===== src/rtl/spi_mstr_gen.sv =====
// -----------------------------------------------------------------------------
// spi_mstr_gen -- parametrised SPI master.
//
// Shifts one WIDTH-bit word out on MOSI (MSB first) while shifting one word in
// from MISO. SPI mode (cpol/cpha) and slave index are latched per transaction,
// so back-to-back transfers may use different modes and slaves.
//
// Ports:
//   clk      in   system clock, rising edge
//   rst      in   synchronous active-high reset
//   wrt      in   start request, taken only while busy=0
//   cmd      in   word to transmit
//   ss_sel   in   slave index; values >= NUM_SS select no slave
//   cpol     in   SCLK idle level
//   cpha     in   0: sample on leading edge, 1: sample on trailing edge
//   MISO     in   serial data from slave
//   busy     out  transaction in progress
//   done     out  one-cycle pulse at end of transaction
//   rd_data  out  last completed received word
//   SCLK     out  serial clock (registered)
//   SS_n     out  active-low slave selects (registered)
//   MOSI     out  serial data to slave (registered)
// -----------------------------------------------------------------------------
module spi_mstr_gen #(
   parameter  int WIDTH    = 16,
   parameter  int NUM_SS   = 4,
   parameter  int HALF_PER = 32,
   parameter  int FRONT    = 2,
   parameter  int BACK     = 16,
   localparam int SSW      = (NUM_SS > 1) ? $clog2(NUM_SS) : 1
) (
   input  logic              clk,
   input  logic              rst,
   input  logic              wrt,
   input  logic [WIDTH-1:0]  cmd,
   input  logic [SSW-1:0]    ss_sel,
   input  logic              cpol,
   input  logic              cpha,
   input  logic              MISO,
   output logic              busy,
   output logic              done,
   output logic [WIDTH-1:0]  rd_data,
   output logic              SCLK,
   output logic [NUM_SS-1:0] SS_n,
   output logic              MOSI
);

   // One down-counter serves all timed phases, so size it for the longest.
   localparam int MAXC = (FRONT > HALF_PER) ? ((FRONT > BACK) ? FRONT : BACK)
                                            : ((HALF_PER > BACK) ? HALF_PER : BACK);
   localparam int CW   = $clog2(MAXC);
   localparam int BW   = $clog2(WIDTH);

   localparam logic [CW-1:0] C_FRONT = CW'(FRONT - 1);
   localparam logic [CW-1:0] C_HALF  = CW'(HALF_PER - 1);
   localparam logic [CW-1:0] C_BACK  = CW'(BACK - 1);
   localparam logic [BW-1:0] C_LAST  = BW'(WIDTH - 1);

   typedef enum logic [2:0] {IDLE, FRONT_P, PH_A, PH_B, BACK_P} state_t;

   state_t            r_state, w_state_nxt;
   logic [CW-1:0]     r_cnt, w_cnt_ld_val;
   logic              w_cnt_ld, w_cnt_zero;
   logic [BW-1:0]     r_bit;
   logic              w_last_bit;
   logic              w_accept, w_lead, w_trail, w_finish;

   logic [WIDTH-1:0]  r_tx, r_rx, r_rd_data;
   logic              r_cpol, r_cpha;
   logic              r_sclk, r_mosi, r_done;
   logic [NUM_SS-1:0] r_ss_n, w_ss_dec;

   assign w_cnt_zero = (r_cnt == '0);
   assign w_last_bit = (r_bit == C_LAST);

   // Out-of-range indices match no line, so the transfer runs unselected.
   always_comb begin
      w_ss_dec = '1;
      for (int i = 0; i < NUM_SS; i++)
         if (ss_sel == SSW'(i)) w_ss_dec[i] = 1'b0;
   end

   // ---------------------------------------------------------------- FSM
   always_ff @(posedge clk) begin
      if (rst) r_state <= IDLE;
      else     r_state <= w_state_nxt;
   end

   // w_lead / w_trail mark the clk edges on which SCLK toggles.
   always_comb begin
      w_state_nxt  = r_state;
      w_cnt_ld     = 1'b0;
      w_cnt_ld_val = '0;
      w_accept     = 1'b0;
      w_lead       = 1'b0;
      w_trail      = 1'b0;
      w_finish     = 1'b0;
      case (r_state)
         IDLE: if (wrt) begin
            w_accept     = 1'b1;
            w_state_nxt  = FRONT_P;
            w_cnt_ld     = 1'b1;
            w_cnt_ld_val = C_FRONT;
         end
         FRONT_P: if (w_cnt_zero) begin
            w_state_nxt  = PH_A;
            w_cnt_ld     = 1'b1;
            w_cnt_ld_val = C_HALF;
         end
         PH_A: if (w_cnt_zero) begin
            w_lead       = 1'b1;
            w_state_nxt  = PH_B;
            w_cnt_ld     = 1'b1;
            w_cnt_ld_val = C_HALF;
         end
         PH_B: if (w_cnt_zero) begin
            w_trail  = 1'b1;
            w_cnt_ld = 1'b1;
            if (w_last_bit) begin
               w_state_nxt  = BACK_P;
               w_cnt_ld_val = C_BACK;
            end else begin
               w_state_nxt  = PH_A;
               w_cnt_ld_val = C_HALF;
            end
         end
         BACK_P: if (w_cnt_zero) begin
            w_finish    = 1'b1;
            w_state_nxt = IDLE;
         end
         default: w_state_nxt = IDLE;
      endcase
   end

   // Loaded with (length-1) on phase entry; the phase ends on the cycle it reads 0.
   always_ff @(posedge clk) begin
      if (rst)                  r_cnt <= '0;
      else if (w_cnt_ld)        r_cnt <= w_cnt_ld_val;
      else if (!w_cnt_zero)     r_cnt <= r_cnt - 1'b1;
   end

   // ----------------------------------------------------------- datapath
   always_ff @(posedge clk) begin
      if (rst) begin
         r_tx      <= '0;
         r_rx      <= '0;
         r_rd_data <= '0;
         r_bit     <= '0;
         r_cpol    <= 1'b0;
         r_cpha    <= 1'b0;
         r_sclk    <= 1'b0;
         r_mosi    <= 1'b0;
         r_done    <= 1'b0;
         r_ss_n    <= '1;
      end else begin
         r_done <= w_finish;

         // Track the requested idle level so SCLK is already right at start.
         if (r_state == IDLE) r_sclk <= cpol;

         if (w_accept) begin
            r_tx   <= cmd;
            r_rx   <= '0;
            r_mosi <= cmd[WIDTH-1];
            r_cpol <= cpol;
            r_cpha <= cpha;
            r_ss_n <= w_ss_dec;
            r_bit  <= '0;
         end

         if (w_lead) begin
            r_sclk <= ~r_cpol;
            if (!r_cpha) begin
               r_rx <= {r_rx[WIDTH-2:0], MISO};
            end else if (r_bit != '0) begin
               // cpha=1: bit 0 was already presented at acceptance.
               r_tx   <= r_tx << 1;
               r_mosi <= r_tx[WIDTH-2];
            end
         end

         if (w_trail) begin
            r_sclk <= r_cpol;
            r_bit  <= w_last_bit ? '0 : r_bit + 1'b1;
            if (r_cpha) begin
               r_rx <= {r_rx[WIDTH-2:0], MISO};
            end else if (!w_last_bit) begin
               r_tx   <= r_tx << 1;
               r_mosi <= r_tx[WIDTH-2];
            end
         end

         if (w_finish) begin
            r_ss_n    <= '1;
            r_rd_data <= r_rx;
         end
      end
   end

   assign busy    = (r_state != IDLE);
   assign done    = r_done;
   assign rd_data = r_rd_data;
   assign SCLK    = r_sclk;
   assign SS_n    = r_ss_n;
   assign MOSI    = r_mosi;

endmodule


===== config.mk =====
export PLATFORM = sky130hd
export DESIGN_NAME = spi_mstr_gen
export DESIGN_NICKNAME = d
export VERILOG_FILES = /design/src/rtl/spi_mstr_gen.sv
export SDC_FILE = /design/constraint.sdc
export NUM_CORES = 1
export LEC_CHECK = 0
export BUFFER_PORTS_ARGS = -buffer_cell sky130_fd_sc_hd__buf_2
export CORE_UTILIZATION = 55
export DETAILED_ROUTE_END_ITERATION = 12
export PLACE_DENSITY = 0.76
export SYNTH_ARGS = -nofsm -noshare
export SYNTH_HDL_FRONTEND = slang
export SYNTH_SLANG_ARGS = --single-unit

===== constraint.sdc =====
create_clock -name clk -period 3 [get_ports clk]
set_clock_uncertainty 0.05 [all_clocks]
set_input_delay 0.3 -clock clk [delete_from_list [all_inputs] [get_ports clk]]
set_output_delay 0.3 -clock clk [all_outputs]
set_load 0.01 [all_outputs]

==> impl_metrics.toml <==
[synth]
synth-edff-count = 0
synthMuxAreaShare_pct = 0
async_flop_share_pct = 0
synth.ff_latch_count = 68
synth_fa_ha_area_share_pct = 1.72
synth_xor_xnor_area_share_pct = 1.80
yosys.cell_count.top_type = "dfxtp_1"
syn_area_per_cell_um2 = 8.16
yosys.area.top_type = "dfxtp_1"
synth_area_leaders = "dfxtp_1 (47%), nand2_1 (7.7%), a21oi_1 (7.2%)"
synth-compound-area-share_pct = 20.4
synth-simple-area-share_pct = 22.5
synth_common_cells = "dfxtp_1 (68), nand2_1 (60), a21oi_1 (42)"
synth_top_family_by_area = "simple AND/OR/NAND/NOR gates"
ys_seq_area_share_pct = 46.8
yosys_warnings = 0
yosys.area.top_type_share_pct = 46.8
syn_nets = 385
synth_cell_type_count = 36
syn_inst = 357
syn_area_um2 = 2910
synthFlopType = "dfxtp_1"

[layout]
fillerInstances = 451
area_growth_pct = 15.3
diodes = 0
multiInputGateArea_um2 = 1360
drive_gt1_share_pct = 18.1
nets = 420
final-seq-area_um2 = 1360
design_area_um2 = 3360

[clock_tree]
cts.sink_count = 68
cts_setup_buffers = 0
clk_latency_ns = 0.33
cts_hold_buf = 0
clk_path_buf_depth = 2
tritoncts = "built"
clock-root-buffer = "clkbuf_8"
cts_resized = 0
htreeDepth = 3
clk_pin_slew_worst_paths_ns = 0.07
cts_buffers = 9

[timing]
fmax_ghz = 0.458
min_period_over_period_pct = 72.7
setup_ws_ns = 0.818
max_slew.worst_pin.slew_ns = 0.849
slew_violations = 0
fin_crit_ns = 2.18
setup_viol = 0
hold_viol = 0
maxSlewHeadroom_pct = 43.4
rsz0062_at_grt = "no"
tns_ns = 0

[detailed_routing]
drt-total-wl_um = 6070
drt_iter0_drc = 127
drc = 0
vias = 2612
drt.antenna.violating_nets = 0
detail_route.first_pass.iterations = 4
viasPerCell = 5.59
avgRoutedWirePerCell_um = 13.0

[die]
rows = 26
die_h_um = 74.8
ios = 48
core_um2 = 5110
die_area_um2 = 5590
die_w_um = 74.8
start_util_pct = 57.0

[global_routing]
grt_max_degree = 44
grt_pass1_vias = 2244
grt_pass1_wl_um = 10000
track_usage_pct = 23.4
antenna_found_initial = 0
overflow = 0

[place]
post_dp_cell_area_um2 = 3160
numPortBuffers = 47
globalplace.congestion = 0.774
dp_hpwl_um = 3940
dp_slack_ns = 0.824

[critical_path]
critPathMaxFanout = 9
end_kind = "register"
r2r_slack_ns = 0.82
cp.required_ns = 3.12
cp.arrival_ns = 2.31
critPathKind = "register to register"
start_kind = "register"

[min_path]
min_path_type = "input pin to register"

[run_status]
outcome = "completed"

[job]
drv_cap = 0

[power]
ir_drop_mv = 0.451
power.static_leakage_nw = 1.27
powerDensity_nw_per_um2 = 717
==> critical path: stages, from the launching register on <==
cell      delay (ns)
dfxtp_1         0.32
inv_1           0.11
ha_1            0.17
or4b_1          0.58
or3_1           0.52
a21oi_1         0.20
a221oi_2        0.07
==> layer usage <==
metal	vias to the layer above	routed length [um]	global-route usage, %
li1	1308	-	-
met1	1229	2810	30.5
met2	70	2870	37.2
met3	5	333	7.10
met4	0	52	7.55
met5	-	0	0
==> report_power, final <==
part | internal [mW] | switching, mW | total, mW
logic | 0.249 | 0.362 | 0.612
registers | 0.986 | 0.0819 | 1.07
clock network | 0.384 | 0.344 | 0.728
==> path summary, 6_finish.rpt <==
check	from	to	depth (start not counted)
setup / recovery	r_cnt[0]$_SDFFE_PP0P_	r_bit[3]$_SDFFE_PP0P_	6
hold / removal	cpha	r_cpha$_SDFFE_PP0N_	3
setup reg to reg	r_cnt[0]$_SDFFE_PP0P_	r_bit[3]$_SDFFE_PP0P_	6
hold reg to reg	rd_data[6]$_SDFFE_PP0P_	rd_data[6]$_SDFFE_PP0P_	2
==> state kept, by name, indices dropped and copies added (netlist names) <==
| name | flops |
|---|---|
| r_cnt | 5 |
| r_bit | 4 |
| done | 1 |
| MOSI | 1 |
| r_tx | 15 |
| r_state | 3 |
| rd_data | 16 |
| SCLK | 1 |
| r_cpol | 1 |
| r_cpha | 1 |
| r_rx | 16 |
| SS_n | 4 |
==> cells by family (layout without fill, tap and decap cells) <==
group	after synthesis	after routing
buf+inv	50	90
xor+xnor	6	6
simple gates	139	139
flops	68	68
fa+ha+maj	4	4
compound gates	90	90
==> cells in the final DEF, fill, tap and decap left out, types with 3 or more instances in the layout <==
| cell | netlist | final |
|---|---|---|
| xor2_1 | 4 | 4 |
| nor2_1 | 26 | 26 |
| a211oi_1 | 17 | 17 |
| nand2b_1 | 4 | 4 |
| nand2_1 | 60 | 60 |
| a221oi_1 | 16 | 16 |
| buf_4 | 0 | 6 |
| and3_1 | 5 | 5 |
| nand3_1 | 23 | 23 |
| nor3b_1 | 3 | 3 |
| nor3_1 | 5 | 5 |
| buf_2 | 10 | 47 |
| clkbuf_8 | 0 | 9 |
| a21oi_1 | 42 | 42 |
| and2_1 | 3 | 3 |
| ha_1 | 4 | 4 |
| dfxtp_1 | 68 | 68 |
| inv_1 | 21 | 21 |
| o21ai_0 | 5 | 5 |
==> per-stage QoR <==
step	cells	utilization [%]	power (mW)	hold WS, ns
after floorplan	357	-	1.56	0.382
after global placement	451	62.0	1.68	0.393
after detailed placement	451	62.0	1.69	0.394
after CTS	467	65.7	2.42	0.143
after global routing	467	65.7	2.55	0.176
final	467	65.7	2.41	0.161
==> final cells by class <==
class	instances	area share, %
inverter	21	2.35
clock inverter	6	1.94
clock buffer	10	3.80
tap	70	2.61
sequential	68	40.6
multi-input combinational	239	40.4
timing repair buffer	53	8.35
Note: power is estimated with default switching activity, not from simulation.
